File: src/rtl/data_mem_ctrl_if.sv
// Request/response bus of the data memory controller.
// The master issues load/store requests and the slave answers with one response each.
interface data_mem_ctrl_if #(
    parameter int unsigned AW = 32
);
    logic          req_valid;
    logic          req_ready;
    logic          req_we;
    logic [1:0]    req_size;
    logic          req_unsigned;
    logic [AW-1:0] req_addr;
    logic [31:0]   req_wdata;
    logic          rsp_valid;
    logic          rsp_ready;
    logic [31:0]   rsp_rdata;
    logic          rsp_err;

    modport master (
        output req_valid, req_we, req_size, req_unsigned, req_addr, req_wdata, rsp_ready,
        input  req_ready, rsp_valid, rsp_rdata, rsp_err
    );

    modport slave (
        input  req_valid, req_we, req_size, req_unsigned, req_addr, req_wdata, rsp_ready,
        output req_ready, rsp_valid, rsp_rdata, rsp_err
    );
endinterface

File: src/rtl/data_mem_ctrl.sv
// Byte-addressed little-endian data memory with load/store handshake, one-cycle response
// latency, alignment/range error checking and a self-clearing sweep after every reset.
module data_mem_ctrl #(
    parameter int unsigned DEPTH = 128,
    parameter int unsigned AW    = 32
) (
    input  logic           clk,
    input  logic           rst,
    data_mem_ctrl_if.slave bus,
    output logic           init_done
);
    localparam int unsigned IW = $clog2(DEPTH);

    typedef enum logic [1:0] {
        CLEAR = 2'd0,
        IDLE  = 2'd1,
        HOLD  = 2'd2
    } state_t;

    state_t        state;
    state_t        state_next;
    logic [IW-1:0] idx;
    logic [31:0]   mem [DEPTH];

    logic [AW-1:0] addr;
    logic [1:0]    lane;
    logic [IW-1:0] widx;
    logic [31:0]   word_rd;
    logic [7:0]    ld_byte;
    logic [15:0]   ld_half;

    logic          err_c;
    logic [3:0]    be_c;
    logic [31:0]   wdata_c;
    logic [31:0]   ld_data_c;
    logic          req_ready_c;
    logic          clr_we_c;
    logic          accept_c;

    logic          rsp_valid_q;
    logic          rsp_err_q;
    logic [31:0]   rsp_rdata_q;

    assign addr    = bus.req_addr;
    assign lane    = addr[1:0];
    assign widx    = addr[IW+1:2];
    assign word_rd = mem[widx];
    assign ld_byte = word_rd[{lane, 3'b000} +: 8];
    assign ld_half = addr[1] ? word_rd[31:16] : word_rd[15:0];

    // Request decode: lane enables, replicated store data, extended load data, error
    always_comb begin
        err_c     = 1'b0;
        be_c      = 4'b0000;
        wdata_c   = 32'd0;
        ld_data_c = 32'd0;
        case (bus.req_size)
            2'd0: begin
                be_c      = 4'b0001 << lane;
                wdata_c   = {4{bus.req_wdata[7:0]}};
                ld_data_c = bus.req_unsigned ? {24'd0, ld_byte} : {{24{ld_byte[7]}}, ld_byte};
            end
            2'd1: begin
                err_c     = addr[0];
                be_c      = addr[1] ? 4'b1100 : 4'b0011;
                wdata_c   = {2{bus.req_wdata[15:0]}};
                ld_data_c = bus.req_unsigned ? {16'd0, ld_half} : {{16{ld_half[15]}}, ld_half};
            end
            2'd2: begin
                err_c     = (lane != 2'd0);
                be_c      = 4'b1111;
                wdata_c   = bus.req_wdata;
                ld_data_c = word_rd;
            end
            default: err_c = 1'b1;
        endcase
        // Any address bit above the word index means the word lies outside the array
        if ((addr >> (IW + 2)) != '0) begin
            err_c = 1'b1;
        end
    end

    always_ff @(posedge clk or posedge rst) begin
        if (rst) begin
            state <= CLEAR;
        end else begin
            state <= state_next;
        end
    end

    always_comb begin
        state_next = state;
        case (state)
            CLEAR:   if (idx == IW'(DEPTH - 1)) state_next = IDLE;
            IDLE:    if (rsp_valid_q && !bus.rsp_ready) state_next = HOLD;
            HOLD:    if (bus.rsp_ready) state_next = IDLE;
            default: state_next = CLEAR;
        endcase
    end

    always_comb begin
        req_ready_c = 1'b0;
        clr_we_c    = 1'b0;
        case (state)
            CLEAR:   clr_we_c    = 1'b1;
            IDLE:    req_ready_c = !rsp_valid_q || bus.rsp_ready;
            default: ;
        endcase
    end

    assign accept_c = bus.req_valid && req_ready_c;

    always_ff @(posedge clk or posedge rst) begin
        if (rst) begin
            idx <= '0;
        end else if (clr_we_c) begin
            idx <= idx + IW'(1);
        end
    end

    always_ff @(posedge clk or posedge rst) begin
        if (rst) begin
            init_done <= 1'b0;
        end else if (state == CLEAR && state_next == IDLE) begin
            init_done <= 1'b1;
        end
    end

    // Memory array carries no reset; the clearing sweep initialises it
    always_ff @(posedge clk) begin
        if (clr_we_c) begin
            mem[idx] <= 32'd0;
        end else if (accept_c && bus.req_we && !err_c) begin
            for (int b = 0; b < 4; b++) begin
                if (be_c[b]) begin
                    mem[widx][8*b +: 8] <= wdata_c[8*b +: 8];
                end
            end
        end
    end

    always_ff @(posedge clk or posedge rst) begin
        if (rst) begin
            rsp_valid_q <= 1'b0;
            rsp_err_q   <= 1'b0;
            rsp_rdata_q <= 32'd0;
        end else if (accept_c) begin
            rsp_valid_q <= 1'b1;
            rsp_err_q   <= err_c;
            rsp_rdata_q <= (bus.req_we || err_c) ? 32'd0 : ld_data_c;
        end else if (rsp_valid_q && bus.rsp_ready) begin
            rsp_valid_q <= 1'b0;
            rsp_err_q   <= 1'b0;
            rsp_rdata_q <= 32'd0;
        end
    end

    assign bus.req_ready = req_ready_c;
    assign bus.rsp_valid = rsp_valid_q;
    assign bus.rsp_err   = rsp_err_q;
    assign bus.rsp_rdata = rsp_rdata_q;
endmodule

File: src/flat_wrapper.sv
// flat-port wrapper written by rule: the top's interface ports become plain ports
module data_mem_ctrl_flat 
#(
    parameter int unsigned DEPTH = 128,
    parameter int unsigned AW    = 32
)
  (clk, rst, init_done, bus_req_valid, bus_req_we, bus_req_size, bus_req_unsigned, bus_req_addr, bus_req_wdata, bus_rsp_ready, bus_req_ready, bus_rsp_valid, bus_rsp_rdata, bus_rsp_err);
  data_mem_ctrl_if #(.AW(AW)) bus_i ();
  input  logic clk;
  input  logic rst;
  output logic init_done;
  input wire logic [$bits(bus_i.req_valid)-1:0] bus_req_valid;
  input wire logic [$bits(bus_i.req_we)-1:0] bus_req_we;
  input wire logic [$bits(bus_i.req_size)-1:0] bus_req_size;
  input wire logic [$bits(bus_i.req_unsigned)-1:0] bus_req_unsigned;
  input wire logic [$bits(bus_i.req_addr)-1:0] bus_req_addr;
  input wire logic [$bits(bus_i.req_wdata)-1:0] bus_req_wdata;
  input wire logic [$bits(bus_i.rsp_ready)-1:0] bus_rsp_ready;
  output wire logic [$bits(bus_i.req_ready)-1:0] bus_req_ready;
  output wire logic [$bits(bus_i.rsp_valid)-1:0] bus_rsp_valid;
  output wire logic [$bits(bus_i.rsp_rdata)-1:0] bus_rsp_rdata;
  output wire logic [$bits(bus_i.rsp_err)-1:0] bus_rsp_err;
  assign bus_i.req_valid = bus_req_valid;
  assign bus_i.req_we = bus_req_we;
  assign bus_i.req_size = bus_req_size;
  assign bus_i.req_unsigned = bus_req_unsigned;
  assign bus_i.req_addr = bus_req_addr;
  assign bus_i.req_wdata = bus_req_wdata;
  assign bus_i.rsp_ready = bus_rsp_ready;
  assign bus_req_ready = bus_i.req_ready;
  assign bus_rsp_valid = bus_i.rsp_valid;
  assign bus_rsp_rdata = bus_i.rsp_rdata;
  assign bus_rsp_err = bus_i.rsp_err;
  data_mem_ctrl #(.DEPTH(DEPTH), .AW(AW)) u_core (.clk(clk), .rst(rst), .bus(bus_i), .init_done(init_done));
endmodule
File: config.mk
export PLATFORM = sky130hd
export DESIGN_NAME = data_mem_ctrl_flat
export DESIGN_NICKNAME = d
export VERILOG_FILES = /design/src/rtl/data_mem_ctrl_if.sv /design/src/rtl/data_mem_ctrl.sv /design/src/flat_wrapper.sv
export SDC_FILE = /design/constraint.sdc
export NUM_CORES = 2
export LEC_CHECK = 0
export ABC_CLOCK_PERIOD_IN_PS = 6500
export CORE_MARGIN = 2
export CORE_UTILIZATION = 60
export CTS_CLUSTER_DIAMETER = 50
export DETAILED_ROUTE_END_ITERATION = 8
export PLACE_DENSITY = 0.74
export RECOVER_POWER = 50
export SETUP_SLACK_MARGIN = 0.15
export SLEW_MARGIN = 25
export SYNTH_ARGS = -nofsm -noshare
export SYNTH_HDL_FRONTEND = slang
export SYNTH_SLANG_ARGS = --single-unit
File: constraint.sdc
create_clock -name clk -period 6.5 [get_ports clk]
set_clock_uncertainty 0.2 [all_clocks]
set_input_delay 1.3 -clock clk [delete_from_list [all_inputs] [get_ports clk]]
set_output_delay 1.3 -clock clk [all_outputs]
set_load 0.005 [all_outputs]
==> report_table.html <==
<table>
<tr><th>Metric</th><th>Value</th></tr>
<tr><th colspan="2">Finish</th></tr>
<tr><td>Final Instance Count excl. Fillers</td><td>11900</td></tr>
<tr><td>Final-stage net count</td><td>around 8000</td></tr>
<tr><td>Relative area change from synthesis to final layout</td><td>12.4%</td></tr>
<tr><td>Count of fill cells added during filler insertion</td><td>roughly 16000</td></tr>
<tr><td>Most frequent cells in the layout</td><td>sky130_fd_sc_hd__edfxtp_1 (4096), sky130_fd_sc_hd__mux4_2 (1092), sky130_fd_sc_hd__nor2_1 (609), sky130_fd_sc_hd__clkbuf_16 (426), sky130_fd_sc_hd__nand2_1 (266)</td></tr>
<tr><td>Utilization after layout</td><td>67.9%</td></tr>
<tr><td>Final Cell Area</td><td>approximately 180000 µm²</td></tr>
<tr><td>Fraction of layout cells with a size suffix above 1</td><td>24.9%</td></tr>
<tr><td>Most frequent standard cell in the layout excluding fill and tap cells</td><td>sky130_fd_sc_hd__edfxtp_1</td></tr>
<tr><th colspan="2">Global route</th></tr>
<tr><td>GR Overflow Total</td><td>0</td></tr>
<tr><td>First-pass GRT wire length</td><td>between 600000 and 700000 µm</td></tr>
<tr><td>Total track usage</td><td>between 30% and 40%</td></tr>
<tr><td>Initial antenna violation count</td><td>13</td></tr>
<tr><td>Largest net degree at the start of global routing</td><td>around 130</td></tr>
<tr><td>Number of global-route vias before repair</td><td>slightly above 80000</td></tr>
<tr><th colspan="2">Drt</th></tr>
<tr><td>DRT iter0 DRCs</td><td>around 12000</td></tr>
<tr><td>Number of detailed-routing iterations run before antenna repair</td><td>6</td></tr>
<tr><td>Antenna viol nets, final</td><td>0</td></tr>
<tr><td>Post-detailed-routing wire length</td><td>427000 µm</td></tr>
<tr><td>Vias after detailed routing</td><td>between 80000 and 90000</td></tr>
<tr><td>Routed wirelength normalized by instance count</td><td>~36 µm</td></tr>
<tr><td>Post-route DRC violation count</td><td>0</td></tr>
<tr><td>Detailed-route vias per instance</td><td>6.98</td></tr>
<tr><th colspan="2">Timing</th></tr>
<tr><td>Worst rel slew slack</td><td>-52.0%</td></tr>
<tr><td>Post-layout min period</td><td>5.90 ns</td></tr>
<tr><td>Sum Neg Setup Slack</td><td>0 ns</td></tr>
<tr><td>Max frequency</td><td>170 MHz</td></tr>
<tr><td>Hold Violations, Final</td><td>0</td></tr>
<tr><td>Setup repair after global routing missed its margin</td><td>false</td></tr>
<tr><td>Endpoints failing setup</td><td>0</td></tr>
<tr><td>Fin crit share</td><td>between 90% and 100%</td></tr>
<tr><td>Slew @ Worst Pin</td><td>2.27 ns</td></tr>
<tr><td>Max-slew violations</td><td>1557</td></tr>
<tr><th colspan="2">Synthesis</th></tr>
<tr><td>Number of standard cells after synthesis</td><td>7563</td></tr>
<tr><td>Async S/R FF share, synth</td><td>1.06%</td></tr>
<tr><td>Mapped Area</td><td>162000 µm²</td></tr>
<tr><td>Number of distinct library cells after synthesis</td><td>70</td></tr>
<tr><td>Synthesized netlist net count</td><td>about 7600</td></tr>
<tr><td>Register area share after synthesis</td><td>between 70% and 80%</td></tr>
<tr><td>EDFF count, synth</td><td>slightly above 4000</td></tr>
<tr><td>Number of warnings reported in the yosys synthesis log</td><td>0</td></tr>
<tr><td>Synth Register Bits</td><td>between 4000 and 5000</td></tr>
<tr><td>Prevailing post-synth register cell</td><td>sky130_fd_sc_hd__edfxtp_1</td></tr>
<tr><td>Mean instance size in the synthesized netlist</td><td>between 20 and 25 µm²</td></tr>
<tr><th colspan="2">Floorplan</th></tr>
<tr><td>Count of boundary I/O pins</td><td>between 100 and 150</td></tr>
<tr><td>Core region area</td><td>approximately 270000 µm²</td></tr>
<tr><td>DIE AREA</td><td>about 270000 µm²</td></tr>
<tr><td>Y dimension of the die</td><td>524 µm</td></tr>
<tr><td>Cell Rows</td><td>190</td></tr>
<tr><td>Die boundary width</td><td>about 520 µm</td></tr>
<tr><td>Initial core utilization</td><td>roughly 60%</td></tr>
<tr><th colspan="2">Power and ir drop</th></tr>
<tr><td>Static leakage</td><td>roughly 0.062 µW</td></tr>
<tr><td>Power density relative to cell area</td><td>approximately 320 nW/µm²</td></tr>
<tr><td>Worst ir drop on vdd</td><td>roughly 300 µV</td></tr>
<tr><th colspan="2">Clock tree</th></tr>
<tr><td>Hold buffer count at CTS</td><td>0</td></tr>
<tr><td>H-tree depth reported by CTS</td><td>5</td></tr>
<tr><td>Clk Tree Root Cell</td><td>sky130_fd_sc_hd__clkbuf_16</td></tr>
<tr><td>Total of cells resized after clock tree synthesis</td><td>0</td></tr>
<tr><td>Maximum buffer depth of the clock tree</td><td>4</td></tr>
<tr><td>TritonCTS clock tree</td><td>yes</td></tr>
<tr><td>Clock edge transition at the registers on the reported setup and hold paths</td><td>0.06 ns</td></tr>
<tr><td>Insertion delay to the later sink of the worst-skew pair</td><td>around 0.95 ns</td></tr>
<tr><td>Number of clock sinks</td><td>around 4100</td></tr>
<tr><td>Number of buffers inserted during clock tree synthesis</td><td>between 400 and 500</td></tr>
<tr><td>Count of buffers added by post-CTS timing repair for setup</td><td>0</td></tr>
<tr><th colspan="2">Outcome</th></tr>
<tr><td>Result of the run</td><td>finished with violations</td></tr>
<tr><td>Violated checks</td><td>max-capacitance violations, max-slew violations</td></tr>
<tr><th colspan="2">Worst setup path</th></tr>
<tr><td>Category of the worst setup path capture point</td><td>register</td></tr>
<tr><td>Critical Path Fanout Max</td><td>35</td></tr>
<tr><td>Required arrival time at the worst endpoint</td><td>roughly 6.9 ns</td></tr>
<tr><td>Data arrival time of the critical path</td><td>around 6.3 ns</td></tr>
<tr><td>Kind of start point of the critical path</td><td>input port</td></tr>
<tr><td>Category of the critical setup timing path</td><td>in2reg</td></tr>
<tr><th colspan="2">Placement</th></tr>
<tr><td>Hpwl dp</td><td>261000 µm</td></tr>
<tr><td>Buffers on Ports</td><td>around 110</td></tr>
<tr><td>Standard cell area after detailed placement</td><td>169000 µm²</td></tr>
<tr><td>DP Cell Count</td><td>around 11000</td></tr>
<tr><td>Final weighted congestion of routability-driven global placement</td><td>0.951</td></tr>
<tr><th colspan="2">Worst hold path</th></tr>
<tr><td>Min-Delay Path Class</td><td>reg2reg</td></tr>
<tr><th colspan="2">Flow run</th></tr>
<tr><td>Max-cap violation count</td><td>28</td></tr>
</table>
[cell families (layout without fill, tap and decap cells)]
group / count (synthesis) / after routing / synth area share (%)
xor+xnor: 6 / 6 / 0.0324
mux: 1361 / 1361 / 16.9
fa+ha+maj: 1 / 1 / 0.00772
simple gates: 1055 / 1055 / 2.67
flops: 4140 / 4140 / 76.6
compound gates: 518 / 518 / 2.24
other cells: 0 / 14 / 0
buf+inv: 482 / 1213 / 1.60
[report_power, final]
| group | internal [µW] | switching, µW | leakage (µW) | total (µW) |
|---|---|---|---|---|
| logic | 1080 | 3030 | 0.0127 | 4110 |
| registers | 29600 | 231 | 0.0431 | 29900 |
| clock network | 13700 | 10200 | 0.00656 | 23900 |
| total | 44400 | 13400 | 0.0623 | 57800 |
[through the flow]
step	hold WS (ns)	total power [µW]	worst slack [ns]
after CTS	0.337	57900	1.11
after global routing	0.347	59100	0.449
after floorplan	0.259	32400	-0.315
after global placement	0.312	34300	0.194
after detailed placement	0.325	34400	0.0909
final	0.348	57800	0.603
[path summary, 6_finish.rpt]
check / cells after the start / end / from / slack [ns]
setup / recovery: 9 / u_core.mem[23][15] / bus_rsp_ready / 0.60
hold / removal: 1 / u_core.idx[6] / u_core.idx[6] / 0.35
setup reg to reg: 8 / u_core.mem[23][15] / u_core.state[1] / 1.46
hold reg to reg: 1 / u_core.idx[6] / u_core.idx[6] / 0.35
max in group asynchronous: 2 / u_core.idx[5] / rst / 3.80
min in group asynchronous: 2 / u_core.bus.rsp_rdata[18] / rst / 1.26
[worst max-delay path, cell delays in order]
cell and delay, ns:
sky130_fd_sc_hd__dlygate4sd3_1 0.92, sky130_fd_sc_hd__inv_1 0.14, sky130_fd_sc_hd__a21oi_1 0.25, sky130_fd_sc_hd__and2_0 0.41
sky130_fd_sc_hd__nand3_4 0.30, sky130_fd_sc_hd__clkbuf_1 0.40, sky130_fd_sc_hd__buf_4 0.37, sky130_fd_sc_hd__nor2_1 1.32
sky130_fd_sc_hd__clkbuf_2 0.82
[synth_stat cells (19+ instances only)]
library cell | number | area, µm²
sky130_fd_sc_hd__edfxtp_1 | 4096 | 123000
sky130_fd_sc_hd__mux4_2 | 1092 | 24600
sky130_fd_sc_hd__nor2_1 | 620 | 2330
sky130_fd_sc_hd__nand2_1 | 278 | 1040
sky130_fd_sc_hd__mux2i_1 | 260 | 2600
sky130_fd_sc_hd__clkbuf_1 | 231 | 867
sky130_fd_sc_hd__a22oi_1 | 129 | 968
sky130_fd_sc_hd__a21oi_1 | 127 | 636
sky130_fd_sc_hd__buf_2 | 83 | 415
sky130_fd_sc_hd__buf_4 | 81 | 608
sky130_fd_sc_hd__a32oi_1 | 63 | 552
sky130_fd_sc_hd__buf_6 | 47 | 529
sky130_fd_sc_hd__dfrtp_1 | 44 | 1100
sky130_fd_sc_hd__nand3_1 | 42 | 210
sky130_fd_sc_hd__o21ai_0 | 31 | 155
sky130_fd_sc_hd__o22ai_1 | 30 | 188
sky130_fd_sc_hd__buf_1 | 29 | 109
sky130_fd_sc_hd__a221oi_1 | 27 | 236
sky130_fd_sc_hd__nor2b_1 | 20 | 125
sky130_fd_sc_hd__a22o_1 | 19 | 166
[metal layers]
metal,global-route usage [%],wire [µm],vias up
met5,0,90,-
met3,7.49,50300,955
met2,47.9,201000,6022
li1,-,-,32500
met4,14.0,22600,14
met1,43.6,153000,43300
[state kept, by name, summed over array words and instances (netlist names)]
signal / flops
u_core.idx: 7
u_core.bus.rsp_valid: 1
u_core.bus.rsp_err: 1
u_core.bus.rsp_rdata: 32
u_core.mem: 4096
u_core.init_done: 1
u_core.state: 2
[area by class of cell]
cell class,count,area [µm²],area share (%)
multi-input cells,2941,35600,19.5
clock inverters,244,2580,1.42
repair buffers,438,4340,2.38
well taps,3552,4440,2.44
inverters,9,42.5,0.0234
flip-flops and latches,4140,124000,68.1
diodes,14,35.0,0.0192
clock buffers,522,11000,6.06
(Power assumes the default switching activity.)
